===== src/rtl/tsu_q_drain_arb.sv =====
// Time-stamp queue drain arbiter: pops the rx/tx time-stamp queues and presents each entry on a valid/ready stream.
// Define TSU_Q_DRAIN_STATS_EN to add per-source handshake counters (rx_cnt_out, tx_cnt_out).
module tsu_q_drain_arb #(
    parameter int RD_LAT = 1,
    parameter int PRIO   = 0
) (
    input  logic        clk,
    input  logic        rst,
    input  logic        enable_in,
    input  logic        flush_in,
    input  logic [7:0]  rx_q_stat_in,
    input  logic [55:0] rx_q_data_in,
    output logic        rx_q_rd_en_out,
    input  logic [7:0]  tx_q_stat_in,
    input  logic [55:0] tx_q_data_in,
    output logic        tx_q_rd_en_out,
    output logic        ts_valid_out,
    input  logic        ts_ready_in,
    output logic [55:0] ts_data_out,
    output logic        ts_src_out,
`ifdef TSU_Q_DRAIN_STATS_EN
    output logic        busy_out,
    output logic [15:0] rx_cnt_out,
    output logic [15:0] tx_cnt_out
`else
    output logic        busy_out
`endif
);

    typedef enum logic [1:0] {IDLE, ISSUE, WAIT, HOLD} state_t;

    localparam logic [1:0] WAIT_LOAD = 2'(RD_LAT - 1);

    if (RD_LAT < 1 || RD_LAT > 4) begin : g_bad_rd_lat
        $error("tsu_q_drain_arb: RD_LAT must be in 1..4");
    end

    state_t      state, state_nxt;
    logic        sel, sel_nxt;
    logic        last_src, last_src_nxt;
    logic [1:0]  wait_cnt, wait_cnt_nxt;
    logic        ts_valid_nxt;
    logic        ts_src_nxt;
    logic [55:0] ts_data_nxt;
    logic        rx_ne, tx_ne;
    logic        grant_src;
    logic        handshake;

    assign rx_ne     = |rx_q_stat_in;
    assign tx_ne     = |tx_q_stat_in;
    assign handshake = ts_valid_out && ts_ready_in;

    // Pops are decoded from the registered state, so they are glitch-free single-cycle pulses.
    assign rx_q_rd_en_out = (state == ISSUE) && !sel;
    assign tx_q_rd_en_out = (state == ISSUE) && sel;
    assign busy_out       = (state != IDLE);

    // Source encoding: 0 = rx, 1 = tx. With only one queue waiting, that queue wins in every mode.
    always_comb begin
        grant_src = tx_ne;
        if (rx_ne && tx_ne) begin
            case (PRIO)
                1:       grant_src = 1'b0;
                2:       grant_src = 1'b1;
                default: grant_src = ~last_src;
            endcase
        end
    end

    // NOTE: every signal gets its hold value first, so no path through the case infers a latch.
    always_comb begin
        state_nxt    = state;
        sel_nxt      = sel;
        last_src_nxt = last_src;
        wait_cnt_nxt = wait_cnt;
        ts_valid_nxt = ts_valid_out;
        ts_src_nxt   = ts_src_out;
        ts_data_nxt  = ts_data_out;

        case (state)
            IDLE: begin
                if (enable_in && (rx_ne || tx_ne)) begin
                    sel_nxt      = grant_src;
                    last_src_nxt = grant_src;
                    state_nxt    = ISSUE;
                end
            end
            ISSUE: begin
                wait_cnt_nxt = WAIT_LOAD;
                state_nxt    = WAIT;
            end
            WAIT: begin
                if (wait_cnt == 2'd0) begin
                    ts_data_nxt  = sel ? tx_q_data_in : rx_q_data_in;
                    ts_src_nxt   = sel;
                    ts_valid_nxt = 1'b1;
                    state_nxt    = HOLD;
                end else begin
                    wait_cnt_nxt = wait_cnt - 2'd1;
                end
            end
            HOLD: begin
                if (handshake) begin
                    ts_valid_nxt = 1'b0;
                    state_nxt    = IDLE;
                end
            end
            default: state_nxt = IDLE;
        endcase

        // A flush abandons the transaction; a pop already on the wire still completes at the queue.
        if (flush_in) begin
            state_nxt    = IDLE;
            ts_valid_nxt = 1'b0;
            last_src_nxt = 1'b1;
            wait_cnt_nxt = 2'd0;
        end
    end

    // NOTE: sequential state uses non-blocking assignments so every flop samples pre-edge values.
    always_ff @(posedge clk) begin
        if (!rst) begin
            state        <= IDLE;
            sel          <= 1'b0;
            last_src     <= 1'b1;
            wait_cnt     <= 2'd0;
            ts_valid_out <= 1'b0;
            ts_src_out   <= 1'b0;
            ts_data_out  <= '0;
        end else begin
            state        <= state_nxt;
            sel          <= sel_nxt;
            last_src     <= last_src_nxt;
            wait_cnt     <= wait_cnt_nxt;
            ts_valid_out <= ts_valid_nxt;
            ts_src_out   <= ts_src_nxt;
            ts_data_out  <= ts_data_nxt;
        end
    end

`ifdef TSU_Q_DRAIN_STATS_EN
    // A handshake coincident with a flush still counts: the consumer has taken the entry.
    always_ff @(posedge clk) begin
        if (!rst) begin
            rx_cnt_out <= 16'd0;
            tx_cnt_out <= 16'd0;
        end else if (handshake) begin
            if (ts_src_out) tx_cnt_out <= tx_cnt_out + 16'd1;
            else            rx_cnt_out <= rx_cnt_out + 16'd1;
        end
    end
`endif

endmodule


===== config.mk =====
export PLATFORM = sky130hd
export DESIGN_NAME = tsu_q_drain_arb
export DESIGN_NICKNAME = d
export VERILOG_FILES = /design/src/rtl/tsu_q_drain_arb.sv
export SDC_FILE = /design/constraint.sdc
export NUM_CORES = 1
export LEC_CHECK = 0
export CAP_MARGIN = 25
export CELL_PAD_IN_SITES_DETAIL_PLACEMENT = 1
export CELL_PAD_IN_SITES_GLOBAL_PLACEMENT = 2
export CORE_MARGIN = 2
export CORE_UTILIZATION = 18
export CTS_CLUSTER_SIZE = 30
export DETAILED_ROUTE_END_ITERATION = 8
export GPL_TIMING_DRIVEN = 0
export PLACE_DENSITY = 0.79
export SLEW_MARGIN = 5
export SYNTH_ARGS = -nofsm -noshare
export SYNTH_HDL_FRONTEND = slang
export SYNTH_SLANG_ARGS = --single-unit
export TNS_END_PERCENT = 20

===== constraint.sdc =====
create_clock -name clk -period 1.8 [get_ports clk]
set_input_delay 0.18 -clock clk [delete_from_list [all_inputs] [get_ports clk]]
set_output_delay 0.18 -clock clk [all_outputs]
set_load 0.005 [all_outputs]

==> impl_metrics.tcl, run 1 <==
set metrics [dict create \
    fmax_mhz 573.0 \
    whs_ns 0.3448 \
    ys.flop_type "dfxtp_1" \
    finalMaxSlewViolations 0 \
    critical_path_class "flop to output port" \
    nets 652 \
    regArea_um2 1287 \
    crit_path_start_kind "flop" \
    clkLatencyLatePin_ns 0.33 \
    hold_viol 0 \
    syn-cell-area_um2 3068 \
    grt_max_degree 13 \
    pre_cts_ws_ns -0.6581 \
    met3_usage_pct 4.992 \
    antenna_found_initial 0 \
    ys_ff_latch 64 \
    grt_use_met2_pct 24.32 \
    p_seq_share_pct 40.3 \
    placed_cells 725 \
    area_growth_pct 81.77 \
    clk_pin_slew_ns 0.05 \
    synth-warning-count 0 \
    layout_setup_ws_ns 0.05484 \
    cts_tree "yes" \
    cts_sinks 64 \
    drtPass1Iterations 4 \
    p_int_mw 2.781 \
    cts_inserted_buffers 9 \
    critPathBufInv 3 \
    routedWlPerCell_um 16.03 \
    finClkSkew_ns 0.006832 \
    multiInputGateArea_um2 1669 \
    min_period_ns 1.745 \
    synthDistinctLibCells 30 \
    rsz0062_at_grt "true" \
    synth.most_common_cell "dfxtp_1" \
    die_h_um 134.6 \
    critical_path_required_ns 1.62 \
    p_comb_share_pct 15.9 \
    swShare_pct 23.99 \
    worstPathArrival_ns 1.57 \
    drt-initial-drc-count 106 \
    synth_area_leaders "dfxtp_1, mux2i_1, o211a_1" \
    row_count 47 \
    route.detailed.drc 0 \
    postRouteAntennaNets 0 \
    stdcell_count 739 \
    gr-usage-met1_pct 14.12 \
    worst_pin_slew_ns 0.7358 \
    status "complete, no violations" \
    synth_edf_count 0 \
    io_pins 194 \
    synth_cells 313 \
    crit_path_max_incr_delay_ns 0.51 \
    leakage_nw 2.572 \
    wirelength_um 11840 \
    power_frac_clock_pct 43.7 \
    setup_viol 0 \
    grt_usage_pct 13.26 \
    grt-busiest-layer "met2" \
    irDropWorstVdd_mv 0.3647 \
    crit_family "buffers and inverters" \
    dieArea_um2 18110 \
    worstPathCellList "inv_1 > ha_2 > inv_1 > clkdlybuf4s50_1" \
    switchingPower_uw 877.7 \
    nFillCells 1833 \
    overflow 0 \
    num_vias 3139 \
    layout-drive-gt1-share_pct 8.285 \
    critPathSlowestCell "clkdlybuf4s50_1" \
    grt_pass1_vias 3429 \
    min_path_type "primary input to flop" \
    post-route-period-util_pct 96.95 \
    yosys-top-cells-count "dfxtp_1, nand2_1, mux2i_1, o211a_1, clkbuf_1" \
    dpl.hpwl_um 9466 \
    cp_max_fo 6 \
    powerDensity_nw_per_um2 656.0 \
    avgSynthCellArea_um2 9.802 \
    cts-root-buf "clkbuf_16" \
    vias_per_cell 4.248 \
    synth_fp_nets 451 \
    synth_top_area_share_pct 41.76 \
    final_area_um2 5577 \
    gp_congestion 0.7328 \
    end_kind "output port" \
    slew_headroom_pct 50.95 \
    htree_levels 3 \
    ys_async_sr_fraction_pct 0 \
    ys_seq_area_share_pct 41.76 \
    max_cap_viol_count 0 \
    cp_common_cell "inv_1" \
    clockBufferDepth 2 \
    die_x_um 134.6 \
    io_buffers 192 \
    diodes 0 \
    core_region_area_um2 16640 \
    initial_core_util_pct 18.43 \
    synth_area_leader_cell "dfxtp_1" \
    place_area_um2 5265 \
    cts_setup_buffers 0 \
    grt_pass1_wl_um 18500 \
]
## state kept, by name (all words and copies together) (netlist names)
signal	flops
ts_data_out	56
wait_cnt	2
ts_valid_out	1
last_src	1
sel	1
ts_src_out	1
state	2
## worst min-delay path: stages
cell and delay [ns]:
clkbuf_1 0.19, nand2b_1 0.19, nor2_1 0.06
## final timing paths
check	from	end	slack, ns	depth (start not counted)
worst max-delay path	state[0]	busy_out	0.05	4
worst max register to register	state[0]	state[1]	0.14	6
worst min register to register	ts_src_out	ts_src_out	0.48	2
worst min-delay path	rst	ts_valid_out	0.34	3
## kinds of logic after synthesis
group | after synthesis | share of synthesized area (%)
AO/OA/AOI/OAI | 71 | 21.49
adder cells (fa/ha/maj) | 5 | 2.039
flip-flops | 64 | 41.76
AND/OR/NAND/NOR | 85 | 12.36
multiplexers | 56 | 18.27
buffers and inverters | 32 | 4.079
## layer usage
layer	vias up	part of all wire, %
met5	-	0
met3	14	7.0
li1	1531	-
met2	102	53
met1	1492	38
met4	0	1.8
## power by group through the flow
stage,sequential (mW),combinational (mW),clock (mW)
4_1_cts,1.48,0.594,1.68
2_1_floorplan,1.50,0.170,0
6_report,1.47,0.583,1.60
3_5_place_dp,1.50,0.591,0
5_1_grt,1.48,0.630,1.75
3_3_place_gp,1.50,0.579,0
## area by class of cell
cell class	instances	area share, %
tap	220	4.936
buffer	25	2.378
multi-input combinational	217	29.93
timing repair buffer	192	34.44
sequential	64	23.09
clock inverter	7	0.8526
inverter	5	0.3365
clock buffer	9	4.039
## layout by cell type, fill, tap and decap left out, types with 2 or more instances in the layout
master | Yosys | layout
clkbuf_1 | 21 | 7
o21ai_0 | 2 | 2
o211ai_1 | 3 | 3
clkinvlp_4 | 0 | 2
nand4_1 | 2 | 2
a21oi_1 | 3 | 3
ha_2 | 0 | 2
nor4_1 | 2 | 2
or4_4 | 2 | 2
clkbuf_16 | 0 | 9
mux2i_1 | 56 | 56
a21boi_0 | 2 | 2
o211a_1 | 56 | 56
dfxtp_1 | 64 | 61
nand2b_1 | 2 | 2
ha_1 | 5 | 3
buf_2 | 4 | 5
nor2_1 | 5 | 5
nand2_1 | 63 | 63
clkdlybuf4s50_1 | 0 | 191
inv_1 | 5 | 5
clkinv_2 | 0 | 3
dfxtp_2 | 0 | 2
clkbuf_2 | 0 | 9
nor2b_1 | 2 | 2
## through the flow
step	setup TNS, ns	utilization [%]	total power, mW
floorplan	0	-	1.675
global placement	-25.39	31.64	2.081
detailed placement	-29.47	31.64	2.095
CTS	0	33.49	3.745
global route	-0.08602	33.51	3.857
finish	0	33.51	3.658
## timing repair
action / 4_1_cts / 5_1_grt
endpoints found under the setup margin: 60 / 26
gates resized for setup: 25 / 4
gates cloned: 0 / 0
hold buffers: 0 / 0
No activity file was read; power rests on OpenSTA's default activity.
==> run 2, diff against run 1 <==
--- a/config.mk
+++ b/config.mk
@@ -9,11 +9,11 @@
 export CELL_PAD_IN_SITES_DETAIL_PLACEMENT = 1
 export CELL_PAD_IN_SITES_GLOBAL_PLACEMENT = 2
 export CORE_MARGIN = 2
-export CORE_UTILIZATION = 18
+export CORE_UTILIZATION = 20
 export CTS_CLUSTER_SIZE = 30
 export DETAILED_ROUTE_END_ITERATION = 8
 export GPL_TIMING_DRIVEN = 0
-export PLACE_DENSITY = 0.79
+export PLACE_DENSITY = 0.83
 export SLEW_MARGIN = 5
 export SYNTH_ARGS = -nofsm -noshare
 export SYNTH_HDL_FRONTEND = slang
==> constraint.sdc (replaced) <==
create_clock -name clk -period 2 [get_ports clk]
set_input_delay 0.2 -clock clk [delete_from_list [all_inputs] [get_ports clk]]
set_output_delay 0.2 -clock clk [all_outputs]
set_load 0.005 [all_outputs]
==> impl_metrics.tcl, run 2 (same netlist as run 1, synthesis figures left out) <==
set metrics [dict create \
    status "complete, no violations" \
    rsz0062_at_grt "false" \
    regArea_um2 1282 \
    route.detailed.drc 0 \
    row_count 45 \
    stdcell_count 707 \
    min_path_type "primary input to flop" \
    r2r_slack_ns 0.24 \
    p_comb_share_pct 15.5 \
    grt_pass1_vias 3489 \
    clk_pin_slew_ns 0.05 \
    drt-initial-drc-count 96 \
    nets 652 \
    cts_inserted_buffers 9 \
    mostFrequentLayoutCell "clkdlybuf4s50_1" \
    finClkSkew_ns 0.006997 \
    fmax_mhz 539.1 \
    grt_max_degree 11 \
    routedWlPerCell_um 15.86 \
    max_cap_viol_count 0 \
    grt_pass1_wl_um 17600 \
    core_region_area_um2 15090 \
    drtPass1Iterations 4 \
    top_regs "ts_data_out: 56 flops, state: 2 flops, wait_cnt: 2 flops" \
    num_vias 3181 \
    cts_tree "yes" \
    r2r-start "state[0]" \
    met1_length_um 4503 \
    crit_path_start_kind "flop" \
    placed_cells 693 \
    cts_sinks 64 \
    io_buffers 192 \
    top_register "ts_data_out" \
    die_x_um 127.9 \
    area_growth_pct 80.26 \
    met3_length_um 754 \
    p_int_mw 2.604 \
    io_pins 194 \
    hold_viol 0 \
    gp_congestion 0.7340 \
    multiInputGateArea_um2 1662 \
    wirelength_um 11210 \
    slew_headroom_pct 50.83 \
    irDropWorstVdd_mv 0.2841 \
    dieArea_um2 16350 \
    p_seq_share_pct 39.7 \
    worst_pin_slew_ns 0.7376 \
    finalMaxSlewViolations 0 \
    dpl.hpwl_um 8875 \
    die_h_um 127.9 \
    antenna_found_initial 0 \
    htree_levels 3 \
    post-route-period-util_pct 92.76 \
    fin_util_pct 36.65 \
    setup_viol 0 \
    switchingPower_uw 742.0 \
    overflow 0 \
    largest_register_ffs 56 \
    layout-drive-gt1-share_pct 6.551 \
    endpoint "busy_out" \
    worstPathArrival_ns 1.66 \
    vias_per_cell 4.499 \
    met2_length_um 5750 \
    grt_usage_pct 13.82 \
    hold_buffers 0 \
    clkLatencyLatePin_ns 0.33 \
    final_cell_mix "clkdlybuf4s50_1, nand2_1, dfxtp_1, mux2i_1, o211a_1" \
    postRouteAntennaNets 0 \
    nFillCells 1723 \
    end_kind "output port" \
    startpoint "state[0]" \
    top_layer "met4" \
    critical_path_required_ns 1.80 \
    min_period_ns 1.855 \
    reg2reg_depth 7 \
    power_frac_clock_pct 44.8 \
    powerDensity_nw_per_um2 605.1 \
    diodes 0 \
    cp_max_fo 6 \
    leakage_nw 2.566 \
    cts-root-buf "clkbuf_16" \
    r2r-end "ts_data_out[47]" \
    critical_path_class "flop to output port" \
    initial_core_util_pct 20.33 \
    clockBufferDepth 2 \
    swShare_pct 22.17 \
]
run 2: cell count changes in the layout (fill, tap and decap cells not counted), moves of 2 or more:
cell      before  now
dfxtp_1       61   63
clkinv_2       3    1
ha_1           3    5
clkbuf_8       1    4
clkbuf_1       7   11
ha_2           2    0
run 2: how the worst min path moves through the flow:
stage / endpoint / cells past startpoint / slack [ns] / startpoint
floorplan: sel / 2 / 0.37 / enable_in
global placement: ts_src_out / 2 / 0.45 / ts_src_out
detailed placement: ts_src_out / 2 / 0.48 / ts_src_out
CTS: wait_cnt[0] / 3 / 0.37 / rst
global route: wait_cnt[0] / 3 / 0.42 / rst
finish: wait_cnt[0] / 3 / 0.34 / rst
run 2: power by group through the flow:
stage                     Sequential [mW]  Combinational [mW]  Clock (mW)
after floorplan                      1.35               0.153           0
after global placement               1.35               0.517           0
after detailed placement             1.35               0.528           0
after CTS                            1.33               0.530        1.56
after global routing                 1.33               0.563        1.62
final                                1.33               0.519        1.50
run 2: cell type report:
cell class | instances | area share [%]
plain buffers | 25 | 2.240
repair buffers | 192 | 34.75
well taps | 188 | 4.253
clock buffers | 14 | 4.955
clock inverters | 2 | 0.2262
inverters | 5 | 0.3394
multi-input cells | 217 | 30.05
flip-flops and latches | 64 | 23.19
run 2: stage by stage:
step	hold slack [ns]	power, mW	area, um^2	TNS (ns)	setup WS (ns)
2_1_floorplan	0.3681	1.508	3068	0	0.2762
6_report	0.3360	3.346	5530	0	0.1449
5_1_grt	0.4184	3.517	5530	0	0.01868
3_3_place_gp	0.4547	1.870	5225	-14.65	-0.3761
4_1_cts	0.3653	3.414	5533	0	0.001501
3_5_place_dp	0.4787	1.882	5225	-18.67	-0.4693
run 2: what timing repair did:
action                     4_1_cts  5_1_grt
gates resized for setup         14        2
setup buffers                    0        0
setup endpoints to repair       55       40
pin swaps                        0        0
gates cloned                     0        0
run 2: worst max-delay path: stages (launching register included):
cell	delay, ns
dfxtp_1	0.35
inv_1	0.08
ha_1	0.27
inv_1	0.11
clkdlybuf4s50_1	0.51
run 2: routing by layer:
metal | up-vias | global-route usage, %
li1 | 1529 | -
met1 | 1537 | 14.80
met2 | 101 | 25.20
met3 | 14 | 4.299
met4 | 0 | 5.559
met5 | - | 0
